**src/rtl/ps2_pkg.sv**
```systemverilog
// Shared types and constants for the PS/2 host transmit path.
package ps2_pkg;

    typedef enum logic [2:0] {
        IDLE,
        INHIBIT,
        START,
        SHIFT,
        ACK,
        WAIT_IDLE,
        FAIL
    } state_t;

    localparam logic [1:0] ERR_NONE     = 2'd0;
    localparam logic [1:0] ERR_START_TO = 2'd1;
    localparam logic [1:0] ERR_XFER_TO  = 2'd2;
    localparam logic [1:0] ERR_NACK     = 2'd3;

    localparam logic [7:0] CMD_RESET    = 8'hFF;
    localparam logic [7:0] CMD_ENABLE   = 8'hF4;
    localparam logic [7:0] CMD_SET_RATE = 8'hF3;

    // PS/2 frames carry odd parity over the eight data bits.
    function automatic logic odd_parity(input logic [7:0] d);
        return ~^d;
    endfunction

endpackage

```
**src/rtl/ps2_line_filter.sv**
```systemverilog
// Two-flop synchronizer plus run-length glitch filter for the PS/2 clock pin.
module ps2_line_filter #(
    parameter int FILTER_LEN = 8
) (
    input  logic clk,
    input  logic rst,
    input  logic pin,
    output logic level,
    output logic fall
);

    localparam int CW = $clog2(FILTER_LEN + 1);

    logic [1:0]    sync_q;
    logic [CW-1:0] cnt_q;

    // Accept a new level only after FILTER_LEN consecutive differing samples.
    always_ff @(posedge clk or negedge rst) begin
        if (!rst) begin
            sync_q <= 2'b11;
            cnt_q  <= '0;
            level  <= 1'b1;
            fall   <= 1'b0;
        end else begin
            sync_q <= {sync_q[0], pin};
            fall   <= 1'b0;
            if (sync_q[1] != level) begin
                if (cnt_q == CW'(FILTER_LEN - 1)) begin
                    level <= sync_q[1];
                    cnt_q <= '0;
                    // Old level high means the accepted level is low.
                    fall  <= level;
                end else begin
                    cnt_q <= cnt_q + 1'b1;
                end
            end else begin
                cnt_q <= '0;
            end
        end
    end

endmodule

```
**src/rtl/ps2_host_tx.sv**
```systemverilog
// PS/2 host-to-device command transmitter driving open-drain pin enables.
module ps2_host_tx
    import ps2_pkg::*;
#(
    parameter int INHIBIT_CYCLES       = 6500,
    parameter int START_TIMEOUT_CYCLES = 975000,
    parameter int XFER_TIMEOUT_CYCLES  = 130000,
    parameter int FILTER_LEN           = 8
) (
    input  logic       clk,
    input  logic       rst,
    input  logic [7:0] tx_data,
    input  logic       tx_start,
    output logic       tx_ready,
    output logic       tx_done,
    output logic       tx_err,
    output logic [1:0] err_code,
    input  logic       ps2_clk_in,
    input  logic       ps2_data_in,
    output logic       ps2_clk_oe,
    output logic       ps2_data_oe
);

    localparam int TW = $clog2(START_TIMEOUT_CYCLES + 1);

    localparam logic [TW-1:0] INH_DATA   = TW'(INHIBIT_CYCLES - 2);
    localparam logic [TW-1:0] INH_LAST   = TW'(INHIBIT_CYCLES - 1);
    localparam logic [TW-1:0] START_LAST = TW'(START_TIMEOUT_CYCLES - 1);
    localparam logic [TW-1:0] XFER_LAST  = TW'(XFER_TIMEOUT_CYCLES - 1);

    state_t        state;
    logic [TW-1:0] cnt;
    logic [3:0]    bit_n;
    logic [7:0]    data_q;
    logic          parity_q;
    logic [1:0]    data_sync_q;
    logic          clk_level;
    logic          clk_fall;
    logic [3:0]    next_n;
    logic          shift_bit;

    ps2_line_filter #(
        .FILTER_LEN(FILTER_LEN)
    ) u_clk_filter (
        .clk  (clk),
        .rst  (rst),
        .pin  (ps2_clk_in),
        .level(clk_level),
        .fall (clk_fall)
    );

    // Data pin is only resynchronized; it is sampled on filtered clock edges.
    always_ff @(posedge clk or negedge rst) begin
        if (!rst) begin
            data_sync_q <= 2'b11;
        end else begin
            data_sync_q <= {data_sync_q[0], ps2_data_in};
        end
    end

    // Bit to present after the next falling edge: data[n-1] equals data[bit_n].
    always_comb begin
        next_n = bit_n + 4'd1;
        if (next_n == 4'd9) begin
            shift_bit = parity_q;
        end else if (next_n == 4'd10) begin
            shift_bit = 1'b1;
        end else begin
            shift_bit = data_q[bit_n[2:0]];
        end
    end

    // Request-to-send sequencer with registered outputs.
    always_ff @(posedge clk or negedge rst) begin
        if (!rst) begin
            state       <= IDLE;
            cnt         <= '0;
            bit_n       <= '0;
            data_q      <= '0;
            parity_q    <= 1'b0;
            tx_ready    <= 1'b1;
            tx_done     <= 1'b0;
            tx_err      <= 1'b0;
            err_code    <= ERR_NONE;
            ps2_clk_oe  <= 1'b0;
            ps2_data_oe <= 1'b0;
        end else begin
            tx_done <= 1'b0;
            tx_err  <= 1'b0;
            unique case (state)
                IDLE: begin
                    ps2_clk_oe  <= 1'b0;
                    ps2_data_oe <= 1'b0;
                    tx_ready    <= 1'b1;
                    cnt         <= '0;
                    if (tx_start) begin
                        data_q     <= tx_data;
                        parity_q   <= odd_parity(tx_data);
                        err_code   <= ERR_NONE;
                        tx_ready   <= 1'b0;
                        ps2_clk_oe <= 1'b1;
                        bit_n      <= '0;
                        state      <= INHIBIT;
                    end
                end
                INHIBIT: begin
                    cnt <= cnt + 1'b1;
                    // Start bit goes low while the clock is still held.
                    if (cnt == INH_DATA) ps2_data_oe <= 1'b1;
                    if (cnt == INH_LAST) begin
                        ps2_clk_oe <= 1'b0;
                        cnt        <= '0;
                        state      <= START;
                    end
                end
                START: begin
                    cnt <= cnt + 1'b1;
                    if (clk_fall) begin
                        ps2_data_oe <= ~data_q[0];
                        bit_n       <= 4'd1;
                        cnt         <= '0;
                        state       <= SHIFT;
                    end else if (cnt == START_LAST) begin
                        err_code    <= ERR_START_TO;
                        ps2_clk_oe  <= 1'b0;
                        ps2_data_oe <= 1'b0;
                        state       <= FAIL;
                    end
                end
                SHIFT: begin
                    cnt <= cnt + 1'b1;
                    if (cnt == XFER_LAST) begin
                        err_code    <= ERR_XFER_TO;
                        ps2_clk_oe  <= 1'b0;
                        ps2_data_oe <= 1'b0;
                        state       <= FAIL;
                    end else if (clk_fall) begin
                        bit_n       <= next_n;
                        ps2_data_oe <= ~shift_bit;
                        if (next_n == 4'd10) state <= ACK;
                    end
                end
                ACK: begin
                    cnt <= cnt + 1'b1;
                    if (cnt == XFER_LAST) begin
                        err_code    <= ERR_XFER_TO;
                        ps2_clk_oe  <= 1'b0;
                        ps2_data_oe <= 1'b0;
                        state       <= FAIL;
                    end else if (clk_fall) begin
                        ps2_data_oe <= 1'b0;
                        if (!data_sync_q[1]) begin
                            state <= WAIT_IDLE;
                        end else begin
                            err_code <= ERR_NACK;
                            state    <= FAIL;
                        end
                    end
                end
                WAIT_IDLE: begin
                    cnt <= cnt + 1'b1;
                    if (cnt == XFER_LAST) begin
                        err_code    <= ERR_XFER_TO;
                        ps2_clk_oe  <= 1'b0;
                        ps2_data_oe <= 1'b0;
                        state       <= FAIL;
                    end else if (clk_level && data_sync_q[1]) begin
                        tx_done  <= 1'b1;
                        tx_ready <= 1'b1;
                        state    <= IDLE;
                    end
                end
                FAIL: begin
                    ps2_clk_oe  <= 1'b0;
                    ps2_data_oe <= 1'b0;
                    tx_done     <= 1'b1;
                    tx_err      <= 1'b1;
                    tx_ready    <= 1'b1;
                    cnt         <= '0;
                    state       <= IDLE;
                end
                default: state <= IDLE;
            endcase
        end
    end

endmodule

```
**config.mk**
```make
export PLATFORM = sky130hd
export DESIGN_NAME = ps2_host_tx
export DESIGN_NICKNAME = d
export VERILOG_FILES = /design/src/rtl/ps2_pkg.sv /design/src/rtl/ps2_line_filter.sv /design/src/rtl/ps2_host_tx.sv
export SDC_FILE = /design/constraint.sdc
export NUM_CORES = 1
export LEC_CHECK = 0
export BUFFER_PORTS_ARGS = -buffer_cell sky130_fd_sc_hd__buf_4
export CORE_ASPECT_RATIO = 1.4
export CORE_MARGIN = 2
export CORE_UTILIZATION = 30
export DETAILED_ROUTE_END_ITERATION = 8
export PLACE_DENSITY = 0.55
export SLEW_MARGIN = 20
export SYNTH_ARGS = -nofsm -noshare
export SYNTH_HDL_FRONTEND = slang
export SYNTH_HIERARCHICAL = 1
export SYNTH_SLANG_ARGS = --single-unit
```
**constraint.sdc**
```tcl
create_clock -name clk -period 3.2 [get_ports clk]
set_input_delay 0.64 -clock clk [delete_from_list [all_inputs] [get_ports clk]]
set_output_delay 0.64 -clock clk [all_outputs]
set_load 0.005 [all_outputs]
```
* Yosys cells after proc, flatten, opt, wreduce, memory -nomap -nowiden
Index checks and enable logic that the tools add are counted.
** Storage, ports and cells
- Flip-flop bits (word level) :: 53
- Bits in latches :: 0
- Bits in writable memories :: 0
- ROM bits :: 0
- Bits of input ports :: 13
- Output and inout port bits :: 7
- Word-level logic and storage cells :: 133
- Memories :: 0
** Cells by class
- Add/subtract/negate cells :: 3
- Multipliers :: 0
- Div/mod/pow operators :: 0
- Order comparisons :: 1
- Equality and inequality tests :: 33
- Shifts and indexed selects :: 0
- Muxes and demuxes :: 58
- Bitwise logic cells :: 2
- Reductions and logical operators :: 20
** Operator list (number)
- case mux 20 bit (4 select lines) :: 1
- equality test 20 x 13 -> 1 bit, second input constant :: 2
- two-way mux 20 bit :: 2
- two-way mux 3 bit :: 11
- two-way mux 4 bit :: 6
- two-way mux 1 bit :: 22
- adder 20 x 1 -> 20 bit, second input constant :: 1
- equality test 20 x 17 -> 1 bit, second input constant :: 1
- equality test 20 bit, second input constant :: 1
- inequality test 2 bit, second input constant :: 9
- case mux 3 bit (6 select lines) :: 1
- two-way mux 2 bit :: 8
- AND reduction 7 bit :: 2
- case mux 4 bit (3 select lines) :: 1
- AND reduction 5 bit :: 2
- equality test 3 bit, second input constant :: 3
- inequality test 3 x 2 -> 1 bit, second input constant :: 3
- inequality test 3 bit, second input constant :: 3
- adder 4 x 1 -> 4 bit, second input constant :: 2
- equality test 4 bit, second input constant :: 2
- inequality test 2 x 1 -> 1 bit, second input constant :: 4
- case mux 2 bit (4 select lines) :: 1
- nonzero test 4 bit :: 2
- XNOR reduction 8 bit :: 1
- 21 further kinds :: 26

* Depth between registers and ports, before layout
Gate-level depths: netlist (run 1).
- Depth after elaboration :: 8
- Depth in mapped cells :: 9
- Mapped depth without buffers :: 7

* Cells and area by module
Netlist (run 1), hierarchy kept.
** Modules (own cells, without submodules)
- ps2_host_tx :: times used 1, cells an instance 302, area an instance 2656.3 um^2, seq. area each 1129.8 um^2
- ps2_line_filter :: times used 1, cells an instance 21, area an instance 321.6 um^2, seq. area each 203.9 um^2

* Worst setup path before layout (run 1)
No wires, ideal clock.
- Path kind :: register -> register
- Start :: register cnt[4]
- End :: register state[0]
- Library setup time :: 0.125 ns
- Arrival :: 2.360 ns
- Data required time :: 3.075 ns
- Path slack :: 0.716 ns
- Stages on the path, launching flop included :: 8
- Path buffers :: 1
- Period minus slack after synthesis :: 2.484 ns
- Path through :: dfrtp_1 > or4_1 > or3_1 > buf_2 > nor3_1 > o32ai_1 > a211oi_2 > mux2_2
** On the way
- Longest elaborated chain between the ends :: 3
- Elaborated cells between the ends (all ways) :: 14
- Those cells by class :: eq/ne: 9; mux: 4; reduce/logical: 1
** RTL lines
- start: declaration :: RTL line ps2_host_tx.sv:32 : logic [TW-1:0] cnt;
- start signal: assignment :: RTL line ps2_host_tx.sv:107 : cnt <= cnt + 1'b1;
- start signal: assignment :: RTL line ps2_host_tx.sv:117 : cnt <= cnt + 1'b1;
- start signal: assignment :: RTL line ps2_host_tx.sv:131 : cnt <= cnt + 1'b1;
- equality test 20 x 17 -> 1 bit, or another cell as far along :: RTL line ps2_host_tx.sv:132, ps2_host_tx.sv:145, ps2_host_tx.sv:162
- inequality test 3 bit (no source line), or another cell as far along
- AND reduction 7 bit (no source line) or case mux 3 bit (6 select lines) (tied branches)
- end signal: assignment :: RTL line ps2_host_tx.sv:136 : state <= FAIL;
- end signal: assignment :: RTL line ps2_host_tx.sv:149 : state <= FAIL;
- end signal: assignment :: RTL line ps2_host_tx.sv:166 : state <= FAIL;
- end: declaration :: RTL line ps2_host_tx.sv:31 : state_t state;
Several ways; a longest one is shown, not always the timed one.
A chain may end at the register's enable or synchronous reset.

* Worst setup path in the final report (run 1)
- Start :: register cnt[4]
- End :: register cnt[2]
** On the way
- Longest elaborated chain between the ends :: 3
** RTL lines
- equality test 20 x 13 -> 1 bit :: RTL line ps2_host_tx.sv:110 : if (cnt == INH_LAST) begin
- two-way mux 20 bit :: RTL line ps2_host_tx.sv:110
- case mux 20 bit (4 select lines) :: RTL line ps2_host_tx.sv:90 : unique case (state)
Every way passes these cells.

==> results of run 1 <==
## registers in the layout, indices dropped and copies added, names as in the netlist
name / cells
bit_n: 4
cnt: 20
data_q: 8
data_sync_q: 2
err_code: 2
parity_q: 1
ps2_clk_oe: 1
ps2_data_oe: 1
state: 3
tx_done: 1
tx_err: 1
tx_ready: 1
u_clk_filter/cnt_q: 4
u_clk_filter/fall: 1
u_clk_filter/level: 1
u_clk_filter/sync_q: 2
## metal layers
metal | part of all wire, % | GRT usage, %
met5 | 0 | 0
met4 | 1.8 | 5.21
met3 | 2.8 | 2.51
met2 | 52 | 22.7
met1 | 44 | 16.0
## final cells by class
cell class / count / area share, %
Timing Repair Buffer: 22 / 4.87
Clock buffer: 6 / 4.09
Sequential cell: 53 / 39.3
Multi-Input combinational cell: 243 / 45.0
Inverter: 12 / 1.33
Tap cell: 135 / 4.98
Clock inverter: 2 / 0.405
## worst max-delay path: stages, from the launching register on
cell and delay, ns:
dfrtp_1 0.43, or4_1 0.51, or3_1 0.42, nor3_1 0.40
a21o_1 0.20, o211a_1 0.53, nor2_1 0.11
## logic make-up (layout without fill, tap and decap cells)
family	Yosys count	in the layout	share of synthesized area, %
simple gates	143	143	24.3
compound gates	59	59	12.6
flops	53	53	44.8
buf+inv	27	42	3.87
xor+xnor	26	26	7.65
mux	9	9	4.20
fa+ha+maj	6	6	2.52
## final timing paths
path | endpoint | slack (ns) | cells after the start
max | cnt[2] | 0.46 | 6
max in group asynchronous | err_code[1] | 2.37 | 1
max reg2reg | cnt[2] | 0.46 | 6
min reg2reg | u_clk_filter/sync_q[1] | 0.36 | 0
min | data_q[7] | 0.36 | 1
min in group clk | u_clk_filter/sync_q[1] | 0.36 | 0
## power groups by stage
stage,combinational (W),sequential [W],clock [W]
floorplan,0.000764,0.000924,0
global placement,0.000949,0.00102,0
detailed placement,0.000948,0.00102,0
CTS,0.000959,0.00101,0.000575
global route,0.00106,0.00103,0.000598
finish,0.000950,0.00101,0.000559
## through the flow
stage | utilization [%] | worst slack, ns
after global routing | 34.7 | 0.270
after global placement | 33.1 | 0.551
after floorplan | - | 0.716
after detailed placement | 33.1 | 0.461
final | 34.7 | 0.456
after CTS | 34.7 | 0.448
## cells in the final DEF (no fill, tap or decap), types with 2 or more instances in the layout
cell	count
xnor2_1	16
mux4_2	2
mux2_2	4
nand2b_1	3
o21ai_0	16
ha_1	6
nand4_1	8
xor2_1	10
nor2_1	39
o21a_1	2
a21boi_0	2
o31ai_1	5
nor3_1	8
nand3b_1	2
a211o_1	2
nor2b_1	4
and3_1	4
nor4b_1	2
nand3_1	12
buf_4	22
nand2_1	40
a211oi_1	3
o211ai_1	2
a21oi_1	14
and3b_1	2
inv_1	12
or3_1	4
and2_1	2
a21o_1	4
clkbuf_16	5
nand4b_1	3
dfstp_2	6
mux2i_1	2
dfrtp_1	47
o22ai_1	4
==> impl_metrics.ini, run 1 <==
[grt]
grt_overflow = 0
grt_first_pass_wirelength_mm = 11.2
grt_max_degree = 54
grt_usage_pct = 13.2
grt_antenna_before_repair = 0
grt_pass1_vias = 2332

[yosys]
synth_seq_cells = 53
synth_area_leader_cell = dfrtp_1
syn_avg_cell_area_sq_um = 9.22
syn_nets = 342
synth_cells = 323
synthTopCellsByCount = dfrtp_1 (47), nand2_1 (40), nor2_1 (39)
synth_top_area_share_pct = 39.5
syn_area_sq_um = 2980
synth_top_cells_by_area = dfrtp_1 (39%), dfstp_2 (5.3%), nand2_1 (5.0%)
synth.most_common_cell = dfrtp_1
synth_warnings = 6
async_reset_ff_share_pct = 100
synth-edff-count = 0
synthFlopType = dfrtp_1
yosysSeqAreaShare_pct = 44.8
ys_types = 54

[floorplanning]
rows = 43
core_sq_um = 9790
die_area_sq_um = 10800
io_pins = 20
dieHeight_microns = 122
die_x_microns = 88.2
start_util_pct = 30.4

[final_layout]
seq_area_sq_um = 1330
layout.cells.non_filler = 473
final_area_sq_um = 3390
antenna_cells = 0
multiInputGateArea_sq_um = 1530
drive_above_1_share_pct = 14.2
final_nets = 356
synthToLayoutAreaGrowth_pct = 14.0
fillers = 1019

[critical_path]
worstPathMaxFanout = 19
worstSetupPathType = reg -> reg
cp_data_required_time_ns = 3.36
rr_startpoint = cnt[4]
cp_data_arrival_time_ns = 2.90
worstSetupStartpoint = cnt[4]
endpoint_kind = flip-flop
critPathLaunchType = flip-flop

[power_and_ir_drop]
power.density_nw_per_um2 = 741
combinationalPowerShare_pct = 37.8
leakage_nw = 1.48
peakVddDrop_v = 0.000289
seqPwrFrac_pct = 40.0
switching_share_pct = 37.4
p_sw_w = 0.000940
internal_power_w = 0.00158
power_w = 0.00252
pwr-share-clk_pct = 22.2

[timing]
fin_tns_setup_ns = 0
fmax_mhz = 364
timing.hold.ws_ns = 0.356
slew_viol_final = 0
final-setup-viol-count = 0
slew_headroom_pct = 55.2
finClkSkew_ns = 0.00742
rsz0062_at_grt = no
worstMarginPinSlew_ns = 0.672
hold_violations = 0
period_share_pct = 85.8
fin_crit_ns = 2.74

[clocking]
cts_made_buffers = 5
ctsHoldBuffers = 0
postCtsResizedCells = 0
cts_max_path_buffers = 2
h-tree-depth = 2
clk_pin_slew_ns = 0.07
cts_sinks = 53
cts-root-buf = clkbuf_16
post_cts_buffers = 0
cts_tree = yes
clk_latency_ns = 0.30

[placement]
place_area_sq_um = 3240
dpl.cell_count = 465
post-dp-hpwl_mm = 4.75
portBuffers = 19
place_congestion = 0.895

[routing]
wl_per_cell_microns = 14.1
drcViolationCount = 0
drt-initial-drc-count = 123
drt_wl_total_mm = 6.68
vias = 2347
dr.pass1.iters = 4
antenna_left = 0
vias_per_cell = 4.96

[min_path]
hp-class = in -> async

[outcome]
run_status = completed

[flow_run]
cap_violations = 0
(Power assumes the default switching activity.)
==> run 2: changes to the inputs <==
--- a/config.mk
+++ b/config.mk
@@ -11,6 +11,7 @@
 export CORE_UTILIZATION = 30
 export DETAILED_ROUTE_END_ITERATION = 8
 export PLACE_DENSITY = 0.55
+export RECOVER_POWER = 25
 export SLEW_MARGIN = 20
 export SYNTH_ARGS = -nofsm -noshare
 export SYNTH_HDL_FRONTEND = slang
==> constraint.sdc (replaced) <==
create_clock -name clk -period 3.2 [get_ports clk]
set_input_delay 0.64 -clock clk [delete_from_list [all_inputs] [get_ports clk]]
set_output_delay 0.64 -clock clk [all_outputs]
set_load 0.1 [all_outputs]
==> run 2 against run 1 <==
Net effect:
- final cell count unchanged
- sequential power barely moved
- clock power about the same
- via count is 0.38% higher
- largest power group is now combinational logic
- combinational power increased by 28%
- sequential share of layout area about the same
- clock skew is essentially flat
- fmax is 0.12% lower
- critical path type unchanged
==> impl_metrics.ini, run 2 (synthesis results as in run 1) <==
[power_and_ir_drop]
internal_power_w = 0.00158
seqPwrFrac_pct = 36.1
leakage_nw = 1.48
combinationalPowerShare_pct = 43.8
switching_share_pct = 43.3
p_sw_w = 0.00121
peakVddDrop_v = 0.000290
power_w = 0.00279
power.density_nw_per_um2 = 821
pwr-share-clk_pct = 20.1

[timing]
slew_viol_final = 0
worstMarginPinSlew_ns = 1.31
finClkSkew_ns = 0.00713
hold_violations = 0
worst_slack_ns = 0.452
fin_tns_setup_ns = 0
period_share_pct = 85.9
slew_headroom_pct = 12.9
final-setup-viol-count = 0
rsz0062_at_grt = no
fin_crit_ns = 2.75
fmax_mhz = 364

[final_layout]
mostFrequentLayoutCell = dfrtp_1
synthToLayoutAreaGrowth_pct = 13.9
multiInputGateArea_sq_um = 1530
regMostFlops = cnt
antenna_cells = 0
fillers = 1020
drive_above_1_share_pct = 14.2
seq_area_sq_um = 1330
largest_reg_flops = 20
final_cell_mix = dfrtp_1 (47), nand2_1 (40), nor2_1 (39), buf_4 (19)
fin_util_pct = 34.6
final_nets = 356
biggestRegsByFlops = cnt (20), data_q (8)

[grt]
grt_first_pass_wirelength_mm = 11.2
grt_use_met2_pct = 22.7
grt_overflow = 0
grt_max_degree = 54
top_usage_layer = met2
grt_antenna_before_repair = 0
grt_use_met1_pct = 16.0
grt_pass1_vias = 2332
grt_usage_pct = 13.2
grt.met3_usage_pct = 2.51

[clocking]
cts_max_path_buffers = 2
ctsHoldBuffers = 0
post_cts_buffers = 0
h-tree-depth = 2
clk_pin_slew_ns = 0.07
postCtsResizedCells = 0
clk_latency_ns = 0.30
cts_sinks = 53
cts_tree = yes
cts_made_buffers = 5
cts-root-buf = clkbuf_16

[routing]
vias_per_cell = 4.98
vias = 2356
antenna_left = 0
wl_per_cell_microns = 14.1
drt-initial-drc-count = 129
dr.pass1.iters = 4
drt_wl_total_mm = 6.67
drcViolationCount = 0

[min_path]
hp-class = reg -> reg
holdPathStages = 0
min_to = u_clk_filter/sync_q[1]
worstHoldStart = u_clk_filter/sync_q[0]

[placement]
post-dp-hpwl_mm = 4.75
place_congestion = 0.895
place_ws_ns = 0.461
portBuffers = 19

[floorplanning]
die_area_sq_um = 10800
die_x_microns = 88.2
io_pins = 20
dieHeight_microns = 122
core_sq_um = 9790
rows = 43
start_util_pct = 30.4

[outcome]
run_status = completed

[critical_path]
cp_data_required_time_ns = 3.36
critPathLaunchType = flip-flop
cp_data_arrival_time_ns = 2.91
reg2reg_depth = 6
endpoint_kind = flip-flop
worstPathMaxFanout = 19
worstSetupPathType = reg -> reg
r2r-end = cnt[14]
rrSetupSlack_ns = 0.45
rr_startpoint = cnt[4]

[flow_run]
cap_violations = 0
## run 2: changes by cell type in the layout (fill, tap and decap cells not counted)
| cell | previous run | this run |
|---|---|---|
| buf_4 | 22 | 19 |
| clkbuf_4 | 0 | 2 |
| clkbuf_2 | 0 | 1 |
## run 2: worst max-delay path by stage
| stage | cells after the start | to | start | slack (ns) |
|---|---|---|---|---|
| 4_1_cts | 6 | cnt[14] | cnt[4] | 0.45 |
| 3_3_place_gp | 6 | cnt[10] | cnt[4] | 0.55 |
| 2_1_floorplan | 7 | state[0] | cnt[4] | 0.72 |
| 3_5_place_dp | 6 | cnt[14] | cnt[4] | 0.46 |
| 6_report | 6 | cnt[14] | cnt[4] | 0.45 |
| 5_1_grt | 6 | cnt[16] | cnt[4] | 0.27 |
## run 2: power by group through the flow
| stage | combinational, W | sequential (W) | clock [W] |
|---|---|---|---|
| after global placement | 0.00122 | 0.00102 | 0 |
| final | 0.00122 | 0.00101 | 0.000559 |
| after global routing | 0.00133 | 0.00103 | 0.000598 |
| after detailed placement | 0.00122 | 0.00102 | 0 |
| after floorplan | 0.000765 | 0.00119 | 0 |
| after CTS | 0.00123 | 0.00101 | 0.000575 |
## run 2: critical path: stages (launching register included)
cell	delay, ns
dfrtp_1	0.43
or4_1	0.51
or3_1	0.42
nor3_1	0.40
a21o_1	0.20
o211a_1	0.53
nor2_1	0.11
## run 2: final cells by class
type	instances	area share, %
multi-input combinational	243	45.1
tap	135	4.98
timing repair buffer	22	4.80
clock buffer	6	4.09
clock inverter	2	0.406
inverter	12	1.33
sequential	53	39.3
## run 2: metal layers
metal / routed length, microns / vias up
met5: 0 / -
li1: - / 1149
met3: 220 / 7
met2: 3460 / 46
met4: 129 / 0
met1: 2860 / 1154
## run 2: through the flow
step / std cells / hold slack (ns) / cell area (sq um)
floorplan: 323 / 0.344 / 2980
global placement: 465 / 0.346 / 3240
detailed placement: 465 / 0.348 / 3240
CTS: 473 / 0.358 / 3390
global route: 473 / 0.361 / 3390
finish: 473 / 0.356 / 3390
==> run 3: changes to the inputs <==
--- a/config.mk
+++ b/config.mk
@@ -17,3 +17,4 @@
 export SYNTH_HDL_FRONTEND = slang
 export SYNTH_HIERARCHICAL = 1
 export SYNTH_SLANG_ARGS = --single-unit
+export TNS_END_PERCENT = 100
==> constraint.sdc (replaced) <==
create_clock -name clk -period 3.1 [get_ports clk]
set_input_delay 0.62 -clock clk [delete_from_list [all_inputs] [get_ports clk]]
set_output_delay 0.62 -clock clk [all_outputs]
set_load 0.1 [all_outputs]
==> run 3 against run 2 <==
Net effect:
- die area did not move
- clock power barely moved
- non-clock buffer count rose by 3
- global-route usage rose by 0.24 points
- power rose by 3.6%
- combinational power rose by 6%
- clock skew rose by 0.0011 ns
- first-iteration DRC count rose by 6.2%
- via count fell by 1.4%
- largest cell class unchanged
- highest routed layer unchanged
==> impl_metrics.ini, run 3 (synthesis results as in run 1) <==
[grt]
grt_antenna_before_repair = 0
grt_max_degree = 54
grt_usage_pct = 13.5
grt_overflow = 0
grt_pass1_vias = 2385
grt_first_pass_wirelength_mm = 11.5

[floorplanning]
die_area_sq_um = 10800
die_x_microns = 88.2
rows = 43
start_util_pct = 30.4
io_pins = 20
core_sq_um = 9790
dieHeight_microns = 122

[power_and_ir_drop]
combinationalPowerShare_pct = 44.8
pwr-share-clk_pct = 19.3
p_sw_w = 0.00125
leakage_nw = 1.49
power.density_nw_per_um2 = 848
seqPwrFrac_pct = 35.9
internal_power_w = 0.00164
switching_share_pct = 43.2
peakVddDrop_v = 0.000253

[timing]
worst_slack_ns = 0.422
period_share_pct = 86.4
slew_headroom_pct = 11.8
worstMarginPinSlew_ns = 1.32
final-setup-viol-count = 0
hold_violations = 0
fin_tns_setup_ns = 0
finClkSkew_ns = 0.00823
slew_viol_final = 0
fmax_mhz = 373
timing.hold.ws_ns = 0.357
rsz0062_at_grt = no
fin_crit_ns = 2.68

[clocking]
cts_sinks = 53
cts_made_buffers = 5
cts_tree = yes
clk_pin_slew_ns = 0.07
ctsHoldBuffers = 0
clk_latency_ns = 0.30
post_cts_buffers = 0
h-tree-depth = 2
cts-root-buf = clkbuf_16
postCtsResizedCells = 0
cts_max_path_buffers = 2

[outcome]
run_status = completed

[critical_path]
worstPathMaxFanout = 7
cp_data_arrival_time_ns = 2.86
worstSetupPathType = reg -> reg
rrSetupSlack_ns = 0.42
critPathLaunchType = flip-flop
cp_data_required_time_ns = 3.29
endpoint_kind = flip-flop

[final_layout]
antenna_cells = 0
layout.cells.non_filler = 476
biggestRegsByFlops = cnt (20), data_q (8)
mostFrequentLayoutCell = dfrtp_1
final_nets = 359
synthToLayoutAreaGrowth_pct = 14.3
largest_reg_flops = 20
regMostFlops = cnt
drive_above_1_share_pct = 14.7
final_cell_mix = dfrtp_1 (47), nand2_1 (40), nor2_1 (39), buf_4 (22)

[routing]
vias = 2324
drt_wl_total_mm = 6.57
wl_per_cell_microns = 13.8
antenna_left = 0
vias_per_cell = 4.88
drt-initial-drc-count = 137
dr.pass1.iters = 4
drcViolationCount = 0

[placement]
place_congestion = 0.852
portBuffers = 19
place_ws_ns = 0.441
post-dp-hpwl_mm = 4.81
dpl.cell_count = 468

[flow_run]
cap_violations = 0

[min_path]
hp-class = reg -> reg
## run 3: per-layer routing
| metal | global-route usage (%) | part of all wire (%) |
|---|---|---|
| met3 | 2.64 | 3.0 |
| met5 | 0 | 0 |
| met2 | 22.2 | 51 |
| met1 | 17.3 | 44 |
| met4 | 5.11 | 1.7 |
## run 3: path summary, 6_finish.rpt
path | from | to | cells after the start
max | cnt[4] | state[0] | 6
min | u_clk_filter/sync_q[0] | u_clk_filter/sync_q[1] | 0
max reg2reg | cnt[4] | state[0] | 6
min reg2reg | u_clk_filter/sync_q[0] | u_clk_filter/sync_q[1] | 0
max in group asynchronous | rst | cnt[0] | 1
min in group asynchronous | rst | data_q[6] | 1
## run 3: final cells by class
type                            instances  area [sq um]
Multi-Input combinational cell        243          1530
Timing Repair Buffer                   25           185
Tap cell                              135           169
Clock inverter                          2          13.8
Clock buffer                            6           129
Inverter                               12          45.0
Fill cell                            1029          6390
Sequential cell                        53          1330
## run 3: metrics by stage
stage	util (%)	instance area (sq um)	power, W
after global placement	33.3	3260	0.00234
after detailed placement	33.3	3260	0.00235
after CTS	34.8	3410	0.00292
final	34.8	3400	0.00289
after floorplan	-	2980	0.00201
after global routing	34.8	3400	0.00310
## run 3: worst max-delay path, cell delays in order, from the launching register on
cell	delay, ns
dfrtp_1	0.43
or4_1	0.51
or3_1	0.43
nor3_1	0.36
o32ai_1	0.14
a211oi_2	0.34
mux2_2	0.37
## run 3: power by group through the flow
| stage | clock network, W | logic (W) | registers (W) |
|---|---|---|---|
| 2_1_floorplan | 0 | 0.000789 | 0.00122 |
| 3_3_place_gp | 0 | 0.00130 | 0.00105 |
| 3_5_place_dp | 0 | 0.00130 | 0.00105 |
| 4_1_cts | 0.000581 | 0.00131 | 0.00104 |
| 5_1_grt | 0.000603 | 0.00143 | 0.00106 |
| 6_report | 0.000557 | 0.00129 | 0.00104 |
